===== config.mk =====
export PLATFORM = sky130hd
export DESIGN_NAME = f1_start_seq_flat
export DESIGN_NICKNAME = d
export VERILOG_FILES = /design/src/rtl/f1_pkg.sv /design/src/rtl/f1_start_seq_if.sv /design/src/rtl/f1_prescaler.sv /design/src/rtl/f1_start_seq.sv /design/src/flat_wrapper.sv
export SDC_FILE = /design/constraint.sdc
export NUM_CORES = 1
export LEC_CHECK = 0
export CORE_MARGIN = 2
export CORE_UTILIZATION = 51
export DETAILED_ROUTE_END_ITERATION = 12
export GPL_ROUTABILITY_DRIVEN = 0
export PLACE_DENSITY = 0.84
export SYNTH_ARGS = -nofsm -noshare
export SYNTH_HDL_FRONTEND = slang
export SYNTH_SLANG_ARGS = --single-unit

===== constraint.sdc =====
create_clock -name clk -period 2.64 [get_ports clk]
set_input_delay 0.528 -clock clk [delete_from_list [all_inputs] [get_ports clk]]
set_output_delay 0.528 -clock clk [all_outputs]
set_load 0.005 [all_outputs]

===== src/rtl/f1_pkg.sv =====
// Shared types and constants for the F1 start-light sequencer.
package f1_pkg;

  typedef enum logic [1:0] {IDLE, FILL, HOLD, TIMING} f1_state_t;

  // Feedback mask for the 7-bit hold-delay LFSR: x^7 + x^3 + 1 (bits 6 and 2).
  localparam logic [31:0] LFSR_TAPS_7 = 32'h0000_0044;

  // Every power-up starts the LFSR here; it must be non-zero.
  localparam int unsigned LFSR_SEED = 1;

  // Maximal-length feedback masks for common widths. Every mask includes
  // the top bit, so the shift is invertible and a non-zero state never
  // collapses to zero, even for widths that fall back to the default.
  function automatic logic [31:0] lfsr_taps(input int w);
    case (w)
      2:       return 32'h0000_0003;
      3:       return 32'h0000_0006;
      4:       return 32'h0000_000C;
      5:       return 32'h0000_0014;
      6:       return 32'h0000_0030;
      7:       return LFSR_TAPS_7;
      8:       return 32'h0000_00B8;
      9:       return 32'h0000_0110;
      10:      return 32'h0000_0240;
      11:      return 32'h0000_0500;
      12:      return 32'h0000_0829;
      13:      return 32'h0000_100D;
      14:      return 32'h0000_2015;
      15:      return 32'h0000_6000;
      16:      return 32'h0000_D008;
      default: return (32'd1 << (w - 1)) | (32'd1 << (w - 2));
    endcase
  endfunction

endpackage


===== src/rtl/f1_start_seq_if.sv =====
// Control/status bundle between the button inputs and the LED bar / display.
interface f1_start_seq_if #(
  parameter int N_LIGHTS = 8,
  parameter int WIDTH    = 16,
  parameter int TIME_W   = 16
);
  logic                en;
  logic [WIDTH-1:0]    N;
  logic                trigger;
  logic                react;
  logic                tick;
  logic [N_LIGHTS-1:0] data_out;
  logic                busy;
  logic                done;
  logic                jump;
  logic [TIME_W-1:0]   react_time;

  modport master (
    output en, N, trigger, react,
    input  tick, data_out, busy, done, jump, react_time
  );

  modport slave (
    input  en, N, trigger, react,
    output tick, data_out, busy, done, jump, react_time
  );
endinterface


===== src/rtl/f1_prescaler.sv =====
// Reloadable down-counter producing a one-cycle step tick every N+1 enabled cycles.
module f1_prescaler #(
  parameter int WIDTH = 16
) (
  input  logic             clk,
  input  logic             rst,
  input  logic             en,
  input  logic [WIDTH-1:0] N,
  input  logic             restart,
  output logic             tick
);

  logic [WIDTH-1:0] cnt;

  assign tick = en && (cnt == '0);

  // Reload on restart or terminal count; otherwise count down while enabled.
  always_ff @(posedge clk or posedge rst) begin
    if (rst) begin
      cnt <= '0;
    end else if (restart) begin
      cnt <= N;
    end else if (en) begin
      cnt <= (cnt == '0) ? N : cnt - WIDTH'(1);
    end
  end

endmodule


===== src/rtl/f1_start_seq.sv =====
// F1 start-light sequencer: fill lights per tick, random hold, lights out,
// then time the driver's reaction in clock cycles; early presses are jump starts.
module f1_start_seq
  import f1_pkg::*;
#(
  parameter int N_LIGHTS = 8,
  parameter int WIDTH    = 16,
  parameter int LFSR_W   = 7,
  parameter int TIME_W   = 16
) (
  input logic           clk,
  input logic           rst,
  f1_start_seq_if.slave bus
);

  localparam logic [LFSR_W-1:0]   TAPS   = LFSR_W'(lfsr_taps(LFSR_W));
  localparam logic [LFSR_W-1:0]   SEED   = LFSR_W'(LFSR_SEED);
  localparam logic [N_LIGHTS-1:0] ALL_ON = '1;

  f1_state_t           state;
  logic [N_LIGHTS-1:0] lights;
  logic [N_LIGHTS-1:0] lights_next;
  logic [LFSR_W-1:0]   lfsr;
  logic [LFSR_W-1:0]   hold_cnt;
  logic [TIME_W-1:0]   timer;
  logic [TIME_W-1:0]   rtime;
  logic                done_r;
  logic                jump_r;
  logic                tick;
  logic                restart;

  // Increment that sticks at all ones instead of wrapping.
  function automatic logic [TIME_W-1:0] sat_inc(input logic [TIME_W-1:0] v);
    return (v == '1) ? v : v + TIME_W'(1);
  endfunction

  assign restart     = (state == IDLE) && bus.trigger;
  assign lights_next = {lights[N_LIGHTS-2:0], 1'b1};

  f1_prescaler #(.WIDTH(WIDTH)) u_prescaler (
    .clk     (clk),
    .rst     (rst),
    .en      (bus.en),
    .N       (bus.N),
    .restart (restart),
    .tick    (tick)
  );

  assign bus.tick       = tick;
  assign bus.data_out   = lights;
  assign bus.busy       = (state != IDLE);
  assign bus.done       = done_r;
  assign bus.jump       = jump_r;
  assign bus.react_time = rtime;

  // Free-running hold-delay source, clocked every cycle regardless of en.
  always_ff @(posedge clk or posedge rst) begin
    if (rst) begin
      lfsr <= SEED;
    end else begin
      lfsr <= {lfsr[LFSR_W-2:0], ^(lfsr & TAPS)};
    end
  end

  // Sequencer: fill, hold, time the reaction; react beats a coincident tick.
  always_ff @(posedge clk or posedge rst) begin
    if (rst) begin
      state    <= IDLE;
      lights   <= '0;
      done_r   <= 1'b0;
      jump_r   <= 1'b0;
      rtime    <= '0;
      hold_cnt <= '0;
      timer    <= '0;
    end else begin
      done_r <= 1'b0;
      unique case (state)
        IDLE: begin
          if (bus.trigger) begin
            jump_r <= 1'b0;
            lights <= '0;
            state  <= FILL;
          end
        end
        FILL, HOLD: begin
          if (bus.react) begin
            lights <= '0;
            jump_r <= 1'b1;
            rtime  <= '0;
            done_r <= 1'b1;
            state  <= IDLE;
          end else if (tick) begin
            if (state == FILL) begin
              lights <= lights_next;
              if (lights_next == ALL_ON) begin
                hold_cnt <= lfsr;
                state    <= HOLD;
              end
            end else if (hold_cnt == LFSR_W'(1)) begin
              lights <= '0;
              timer  <= '0;
              state  <= TIMING;
            end else begin
              hold_cnt <= hold_cnt - LFSR_W'(1);
            end
          end
        end
        TIMING: begin
          timer <= sat_inc(timer);
          if (bus.react) begin
            rtime  <= sat_inc(timer);
            done_r <= 1'b1;
            state  <= IDLE;
          end
        end
        default: state <= IDLE;
      endcase
    end
  end

endmodule

===== src/flat_wrapper.sv =====
// flat-port wrapper written by rule: the top's interface ports become plain ports
module f1_start_seq_flat import f1_pkg::*;
#(
  parameter int N_LIGHTS = 8,
  parameter int WIDTH    = 16,
  parameter int LFSR_W   = 7,
  parameter int TIME_W   = 16
)
  (clk, rst, bus_en, bus_N, bus_trigger, bus_react, bus_tick, bus_data_out, bus_busy, bus_done, bus_jump, bus_react_time);
  f1_start_seq_if #(.N_LIGHTS(N_LIGHTS), .WIDTH(WIDTH), .TIME_W(TIME_W)) bus_i ();
  input logic clk;
  input logic rst;
  input wire logic [$bits(bus_i.en)-1:0] bus_en;
  input wire logic [$bits(bus_i.N)-1:0] bus_N;
  input wire logic [$bits(bus_i.trigger)-1:0] bus_trigger;
  input wire logic [$bits(bus_i.react)-1:0] bus_react;
  output wire logic [$bits(bus_i.tick)-1:0] bus_tick;
  output wire logic [$bits(bus_i.data_out)-1:0] bus_data_out;
  output wire logic [$bits(bus_i.busy)-1:0] bus_busy;
  output wire logic [$bits(bus_i.done)-1:0] bus_done;
  output wire logic [$bits(bus_i.jump)-1:0] bus_jump;
  output wire logic [$bits(bus_i.react_time)-1:0] bus_react_time;
  assign bus_i.en = bus_en;
  assign bus_i.N = bus_N;
  assign bus_i.trigger = bus_trigger;
  assign bus_i.react = bus_react;
  assign bus_tick = bus_i.tick;
  assign bus_data_out = bus_i.data_out;
  assign bus_busy = bus_i.busy;
  assign bus_done = bus_i.done;
  assign bus_jump = bus_i.jump;
  assign bus_react_time = bus_i.react_time;
  f1_start_seq #(.N_LIGHTS(N_LIGHTS), .WIDTH(WIDTH), .LFSR_W(LFSR_W), .TIME_W(TIME_W)) u_core (.clk(clk), .rst(rst), .bus(bus_i));
endmodule

==> run summary <==
critical path class = flip-flop to flip-flop
Num Clock Sinks = 74
Die ar. = 0.00875 mm2
status = completed
Final setup violation count = 0
most common cell in the netlist = dfrtp_1
Max-slew headroom = 57.2%
combinational power share = 37.5%
Seq cells post-synth = 74
ys async rst share = 100%
maximum clock insertion buffer count = 2
RSZ-0062 raised after global routing = true
Pint = 0.00218 W
maxcap violations = 0
Arrival @ worst endpoint = 2820 ps
Worst Tran Pin Value = 636 ps
# fillers = 608
post-DR wirelength/cell = 16.5 um
maximum vdd drop = 454 uV
syn_nets = 471
CORE AREA = 0.00777 mm2
largest net degree at the start of global routing = 34
CTS buffer count = 9
Req. time, crit path = 2880 ps
Post-Syn Instances = 440
Switching Share = 37.7%
Routed WL = 10100 um
vias in the first global route = 3661
hold_ws = 374 ps
min cycle time layout = 2570 ps
main combinational cell family by area after synthesis = compound AO/OA/AOI/OAI gates
row cnt = 32
top-area cell type share of the netlist area = 44.7%
DR vias = 3757
antenna-violating nets left = 0
Synth warnings = 0
pwr dens = 695 mW/mm2
Startpoint Class = flip-flop
multiplexer share of the synthesized area = 4.31%
Compound-Gate Fraction of Synth Area = 21.5%
gr usage total = 24.5%
Final Skew = 10.0 ps
clock latency on the worst-skew pair = 360 ps
CTS tree = done
Hold Path Class = flip-flop to flip-flop
Lkg Pwr = 2.14 nW
Worst setup EP type = flip-flop
Avg Cell Area, Syn = 9.29 um2
initial antenna violation count = 0
Clock Power Share = 22.5%
leading area contributor after synthesis = dfrtp_1
flop-to-flop setup slack = 70 ps
fraction of the mapped netlist area in adder cells = 3.06%
count of pins over their slew limit = 0
Reg power frac = 40.0%
1st-iter DRT viols = 234
Syn-to-layout area delta = 23.2%
Post-synth EDFFs = 0
CTS clock-pin slew for the worst setup and hold paths = 90 ps
most used flip-flop cell after synthesis = dfrtp_1
Cell variety after synth = 58
hold_buf cts = 0
Root Buffer = clkbuf_8
period utilization = 97.5%
Fin. Hold Viols = 0
setup ws final = 65.4 ps
DP HPWL = 6980 um
Initial Util = 52.6%
Synth top cells by count = dfrtp_1, nor2_1, nand2_1, o21ai_0, a21oi_1
netlist area before placement = 0.00409 mm2
post-synthesis simple-gate area fraction = 18.5%
crit-path max FO = 13
fmax = 388 MHz
layout cells sized above 1 = 12.5%
DRC violation count after routing = 0
htree depth = 3
Die X = 93.5 um
die height = 93.5 um
global-route wire length before repair = 17200 um
diode count = 0
top cells by area, synth = dfrtp_1, o21ai_0, nor2_1
sequential area share after synthesis = 45.3%
Synth Area in XOR/XNOR = 2.36%
Switch Pwr = 0.00132 W
I/O Buffers = 48
drt pass-1 iters = 5
Final Net Count = 538
io pins = 49
Setup WS pre-CTS = -226 ps
GRT overflow = 0
Vias/cell = 6.12
## flip-flops by register name, summed over array words and instances (netlist names)
register                flops
u_core.hold_cnt             7
u_core.bus.done             1
u_core.bus.react_time      16
u_core.lfsr                 7
u_core.timer               16
u_core.bus.data_out         8
u_core.state                2
u_core.u_prescaler.cnt     16
u_core.bus.jump             1
## layout make-up
cell class / instances / area [um2] / area share [%]
sequential: 74 / 1850 / 36.8
multi-input combinational: 318 / 2050 / 40.8
clock inverter: 6 / 43.8 / 0.870
tap: 102 / 128 / 2.53
timing repair buffer: 82 / 747 / 14.8
clock buffer: 10 / 128 / 2.53
inverter: 22 / 82.6 / 1.64
## stage by stage
step	util [%]	std cells	total power [W]	TNS, ps	area, um2
3_3_place_gp	62.2	596	0.00260	-1070	4830
4_1_cts	64.6	613	0.00347	-23.6	5020
3_5_place_dp	62.2	596	0.00266	-1340	4830
2_1_floorplan	-	440	0.00221	-112	4090
5_1_grt	64.8	614	0.00371	-18.2	5040
6_report	64.8	614	0.00350	0	5040
## path summary, 6_finish.rpt
kind	cells past startpoint	end	startpoint
setup / recovery	7	u_core.timer[5]$_DFFE_PP0P_	u_core.u_prescaler.cnt[10]$_DFFE_PP0P_
hold / removal	0	u_core.lfsr[5]$_DFF_PP0_	u_core.lfsr[4]$_DFF_PP0_
setup reg to reg	7	u_core.timer[5]$_DFFE_PP0P_	u_core.u_prescaler.cnt[10]$_DFFE_PP0P_
hold reg to reg	0	u_core.lfsr[5]$_DFF_PP0_	u_core.lfsr[4]$_DFF_PP0_
max in group asynchronous	3	u_core.lfsr[0]$_DFF_PP1_	rst
min in group asynchronous	2	u_core.u_prescaler.cnt[14]$_DFFE_PP0P_	rst
## cell families after synthesis
group           Yosys count
mux                      17
compound gates          127
simple gates            153
flops                    74
fa+ha+maj                10
xor+xnor                 11
buf+inv                  48
## critical path: stages (launching register included)
cell	delay [ps]
dfrtp_1	390
or4_4	550
or4_4	520
buf_4	180
o41ai_4	230
buf_4	260
o211ai_1	110
a32o_1	230
## power by group through the flow
stage / sequential [W] / clock (W) / combinational (W)
after floorplan: 0.00140 / 0 / 0.000812
after CTS: 0.00140 / 0.000797 / 0.00128
final: 0.00140 / 0.000788 / 0.00131
after detailed placement: 0.00141 / 0 / 0.00125
after global routing: 0.00141 / 0.000852 / 0.00144
after global placement: 0.00140 / 0 / 0.00120
## cell usage in the layout (no fill, tap or decap), types with 16 or more instances in the layout
master | netlist | final
a21oi_1 | 23 | 23
inv_1 | 22 | 21
nand2_1 | 35 | 35
buf_4 | 2 | 32
nor3_1 | 16 | 16
nor2_1 | 37 | 36
dfrtp_1 | 73 | 73
nand3_1 | 20 | 20
o21ai_0 | 35 | 35
clkdlybuf4s50_1 | 0 | 47
## routing by layer
| layer | part of all wire, % | GRT usage, % | vias up |
|---|---|---|---|
| met2 | 48 | 39.1 | 142 |
| met1 | 44 | 33.1 | 1814 |
| met5 | 0 | 0 | - |
| li1 | - | - | 1776 |
| met4 | 2.4 | 11.0 | 0 |
| met3 | 5.6 | 3.87 | 25 |
## what timing repair did
item	CTS	global route
setup buffers	1	1
pin swaps	3	2
resized for setup	8	2
hold endpoints to repair	0	0
setup endpoints to repair	1	24
No activity file was read; power rests on OpenSTA's default activity.
==> edit 1, RTL diff (config.mk and constraints unchanged) <==
`WIDTH` is set to 16 in 4 places; all go to 12.
--- a/src/rtl/f1_start_seq_if.sv
+++ b/src/rtl/f1_start_seq_if.sv
@@ -1,7 +1,7 @@
 // Control/status bundle between the button inputs and the LED bar / display.
 interface f1_start_seq_if #(
   parameter int N_LIGHTS = 8,
-  parameter int WIDTH    = 16,
+  parameter int WIDTH    = 12,
   parameter int TIME_W   = 16
 );
   logic                en;
--- a/src/rtl/f1_prescaler.sv
+++ b/src/rtl/f1_prescaler.sv
@@ -1,6 +1,6 @@
 // Reloadable down-counter producing a one-cycle step tick every N+1 enabled cycles.
 module f1_prescaler #(
-  parameter int WIDTH = 16
+  parameter int WIDTH = 12
 ) (
   input  logic             clk,
   input  logic             rst,
--- a/src/rtl/f1_start_seq.sv
+++ b/src/rtl/f1_start_seq.sv
@@ -4,7 +4,7 @@
   import f1_pkg::*;
 #(
   parameter int N_LIGHTS = 8,
-  parameter int WIDTH    = 16,
+  parameter int WIDTH    = 12,
   parameter int LFSR_W   = 7,
   parameter int TIME_W   = 16
 ) (
--- a/src/flat_wrapper.sv
+++ b/src/flat_wrapper.sv
@@ -2,7 +2,7 @@
 module f1_start_seq_flat import f1_pkg::*;
 #(
   parameter int N_LIGHTS = 8,
-  parameter int WIDTH    = 16,
+  parameter int WIDTH    = 12,
   parameter int LFSR_W   = 7,
   parameter int TIME_W   = 16
 )
Ports: changed (resized bus_N); port bits go from 49 to 45. No check against the original RTL was run, so the function may have changed too.
==> edit 1 against the original RTL <==
- synthesized cell count down 5.2%
- non-clock buffer count decreased by 20
- routed wire length is 15% lower
- core utilization shrank 1.2 points
- critical path depth shrank 3
- synthesized area shrank 6.8%
- total power rose by 7.7%
- cell count fell by 6.8%
- sequential cell count decreased by 4
- final area down 8.4%
- sequential share of layout area grew 1.2 points
- maximum frequency up 0.59%
- setup slack improved by 0.015 ns
- critical path type is now reg2out
==> edit 1: results (changes against the original RTL) <==
[global_route]
antenna_found_initial = 0  ; unchanged
grt_pass1_wl_mm = 14.6  ; -15%
met3_usage_pct = 5.59  ; +1.7 points
met2_usage_pct = 33.6  ; -5.6 points
grt_pass1_vias = 3104  ; -15%
use_met1_pct = 29.8  ; -3.3 points
grt_max_degree = 47  ; +38%
grtUsageTotal_pct = 21.7  ; -2.8 points

[clock_network]
h-tree-depth = 3  ; unchanged
clock_latency_ns = 0.35
cts-root-buf = clkbuf_8
cts_made_buffers = 9  ; unchanged
clk_pin_slew_worst_paths_ns = 0.07  ; -0.02 ns
clockBufferDepth = 2  ; unchanged

[detailed_routing]
dr_wl_met3_um = 539  ; -5.1%
met1_length_mm = 3.89  ; -13%
wl_mm = 8.63  ; -15%
vias = 3353  ; -11%
top_layer = met4
drt_iter0_markers = 295  ; +26%
wl_met2_mm = 4.09  ; -16%

[sta]
finClkSkew_ns = 0.00826  ; -0.00175 ns
finalSetupViolCount = 0  ; unchanged
tightest_slew_ns = 0.725  ; +0.0897 ns

[worst_hold_path]
min_path_cells = 0  ; unchanged
hold_path_class = reg2reg

[pwr]
vdd_drop_max_mv = 0.396  ; -13%
power.leakage_uw = 0.00193  ; -9.8%

[setup_path]
slowest_stage = or4_4
critPathArrivalTime_ns = 2.03  ; -0.79 ns
cp_slowest_stage_delay_ns = 0.55  ; about the same
reg2reg_depth = 8  ; +1
cp_top_family = simple AND/OR/NAND/NOR gates
worst-path-max-fanout = 4  ; -9

[run_status]
status = finished, final reports clean

[cells_and_area]
finish.net_count = 496  ; -7.8%
n_fill_cell = 593  ; -2.5%
antennaDiodeCount = 0  ; unchanged
drive_above_1_share_pct = 10.1  ; -2.4 points

[logic_synthesis]
syn_nets = 443  ; -5.9%
yosysUniqueCellTypes = 54  ; -6.9%
yosysSeqAreaShare_pct = 46.0  ; +0.66 points
ys_warn_count = 0  ; unchanged
synth_async_sr_flop_share_pct = 100  ; unchanged
synth_common_cells = dfrtp_1 (69), nand2_1 (44), o21ai_0 (39)
synth_edf_count = 0  ; unchanged
synth_area_leaders = dfrtp_1 (45%), o21ai_0 (5.1%), a21oi_1 (4.5%)

[place]
post-dp-hpwl_mm = 6.13  ; -12%
io_buffer_count = 44  ; -8.3%
pre_cts_ws_ns = 0.0189  ; +0.245 ns

-- edit 1: cell count changes after synthesis, sizes merged, moves of 6 or more --
cell and delta:
nand3 -8, a32o -8, buf -7, nand2 +9
nor2 -16, a21oi +11, a22o -6, nor4 -6
inv +7, o22a -6
-- edit 1: final cells by class --
type                       count  area share, %
clock buffer                  12           3.15
tap                           99           2.69
multi-input combinational    297           40.8
sequential                    70           38.0
inverter                      30           2.44
timing repair buffer          62           12.7
clock inverter                 2          0.217
-- edit 1: worst paths after layout --
kind | startpoint | to | slack [ns]
min | u_core.lfsr[5] | u_core.lfsr[6] | 0.38
min in group asynchronous | rst | u_core.hold_cnt[5] | 0.54
max in group asynchronous | rst | u_core.bus.react_time[0] | 1.47
min reg2reg | u_core.lfsr[5] | u_core.lfsr[6] | 0.38
max | u_core.u_prescaler.cnt[3] | bus_tick | 0.08
max reg2reg | u_core.u_prescaler.cnt[3] | u_core.timer[0] | 0.20
-- edit 1: power by group --
part	switching (µW)	total, µW	internal (µW)	leakage (µW)
clock	387	740	354	0.0000821
sequential	164	1400	1230	0.000911
combinational	937	1630	695	0.000939
-- edit 1: timing repair --
item	in CTS	in global routing
setup buffers	0	0
gates resized for setup	1	1
setup endpoints to repair	1	5
-- edit 1: cell families (layout without fill, tap and decap cells) --
group,count (synthesis),after routing,share of synthesized area (%)
compound gates,116,116,18.7
flops,70,70,46.0
buf+inv,50,106,5.15
simple gates,148,148,21.0
fa+ha+maj,9,9,2.95
xor+xnor,8,8,1.84
mux,16,16,4.33
-- edit 1: per-stage QoR --
step,std cells,utilization [%],instance area [µm²]
6_report,572,63.6,4610
3_5_place_dp,558,61.3,4450
5_1_grt,572,63.6,4610
3_3_place_gp,558,61.3,4450
2_1_floorplan,417,-,3810
4_1_cts,572,63.4,4600
==> edit 2, RTL diff (same settings) <==
Without the edit above. The 4 states of `f1_state_t` get a one-hot encoding in 4 bits.
--- a/src/rtl/f1_pkg.sv
+++ b/src/rtl/f1_pkg.sv
@@ -1,7 +1,7 @@
 // Shared types and constants for the F1 start-light sequencer.
 package f1_pkg;
 
-  typedef enum logic [1:0] {IDLE, FILL, HOLD, TIMING} f1_state_t;
+  typedef enum logic [3:0] {IDLE = 4'b0001, FILL = 4'b0010, HOLD = 4'b0100, TIMING = 4'b1000} f1_state_t;
 
   // Feedback mask for the 7-bit hold-delay LFSR: x^7 + x^3 + 1 (bits 6 and 2).
   localparam logic [31:0] LFSR_TAPS_7 = 32'h0000_0044;
Behaviour: no difference found for any inputs over 4 cycles, from zero or initial values and one cycle with rst high; so few cycles prove little.
==> edit 2 against the original RTL <==
- first-iteration DRC count is 35% lower
- total power up 18%
- critical path type is now in2out
- cell count down 2.6%
- largest power group unchanged
- synthesized cell count down 1.4%
- setup slack better by 0.020 ns
- clock skew up 0.0063 ns
- register-to-register slack better by 0.30 ns
- routed wire length is 8.0% lower
- final area is 0.70% higher
- synthesized area is 4.5% higher
- sequential cell count increased by 2
- count of clock-buffer cells in the layout unchanged
- critical endpoint is now bus_tick
==> edit 2: results (changes against the original RTL) <==
[cells_and_area]
fin_util_pct = 62.0  ; -2.8 points
inv_count = 23  ; +4.5%
n_fill_cell = 668  ; +9.9%
nonClkBufAreaFrac_pct = 11.9  ; -2.9 points
finish.net_count = 514  ; -4.5%
drive_above_1_share_pct = 13.4  ; +0.89 points
multi_input_area_um2 = 2180  ; +6.0%
signal_buffers = 63  ; -23%
design.seq.count = 76  ; +2.7%
seqCellArea_um2 = 1900  ; +2.8%
clk_share_pct = 3.28  ; -0.12 points

[setup_path]
startpoint = bus_en
critPathArrivalTime_ns = 2.03  ; -0.79 ns
worst-path-max-fanout = 4  ; -9
r2r_slack_ns = 0.37  ; +0.30 ns
cp_top_family = buffers and inverters
r2r_start = u_core.u_prescaler.cnt[0]
slowest_stage = clkdlybuf4s50_1

[logic_synthesis]
yosysSeqAreaShare_pct = 44.6  ; -0.74 points
yosysUniqueCellTypes = 68  ; +17%
syn_inst = 434  ; -1.4%

[detailed_routing]
drt_iter0_markers = 151  ; -35%
met1_length_mm = 3.89  ; -13%
vias = 3584  ; -4.6%
wl_mm = 9.32  ; -8.0%
dr_wl_met3_um = 471  ; -17%
routed_via_density = 5.99  ; -2.1%

[place]
dp.cells = 580  ; -2.7%
post-dp-hpwl_mm = 6.62  ; -5.2%
pre_cts_ws_ns = -0.0475  ; +0.179 ns
placed_area_um2 = 4860  ; +0.67%

[global_route]
grt_pass1_vias = 3422  ; -6.5%
grt_max_degree = 39  ; +15%
use_met1_pct = 28.3  ; -4.8 points
grt_pass1_wl_mm = 15.6  ; -9.1%
met2_usage_pct = 35.1  ; -4.1 points
met3_usage_pct = 5.14  ; +1.3 points

[pwr]
vdd_drop_max_mv = 0.476  ; +4.8%
p_comb_share_pct = 37.6  ; about the same
seq-power_uw = 1790  ; +28%
internal_power_uw = 2500  ; +15%
comb_cell_power_uw = 1550  ; +18%
power.leakage_uw = 0.00221  ; +3.1%

[floorplan]
design.die.area_um2 = 9120  ; +4.3%

[run_status]
status = finished, final reports clean

[sta]
hold_ws_ns = 0.375  ; +0.000582 ns
finClkSkew_ns = 0.0163  ; +0.00626 ns

[worst_hold_path]
whs_endpoint = u_core.lfsr[4]

[edit 2: changes by cell type after synthesis, sizes merged, moves of 5 or more]
cell | before | now
nor2 | 37 | 18
nor4 | 13 | 5
ha | 10 | 5
and3 | 2 | 13
a22o | 8 | 0
a32o | 8 | 0
nand2 | 35 | 48
o21ai | 37 | 26
mux2i | 12 | 20
o2bb2ai | 5 | 10
clkbuf | 16 | 6
[edit 2: kinds of logic (layout without fill, tap and decap cells)]
| family | count (synthesis) | after routing | share of synthesized area (%) |
|---|---|---|---|
| muxes | 28 | 28 | 6.97 |
| AOI/OAI and AO/OA | 113 | 113 | 17.8 |
| and+or+nand+nor | 156 | 156 | 21.5 |
| xor gates and xnor gates | 13 | 13 | 2.67 |
| adders and majority gates | 5 | 5 | 1.46 |
| buffers and inverters | 43 | 102 | 5.04 |
| DFF | 76 | 76 | 44.6 |
[edit 2: repair_timing]
action,CTS,global route
setup buffers,0,2
hold endpoints to repair,0,0
endpoints found under the setup margin,1,1
gates resized for setup,2,3
pin swaps,0,1
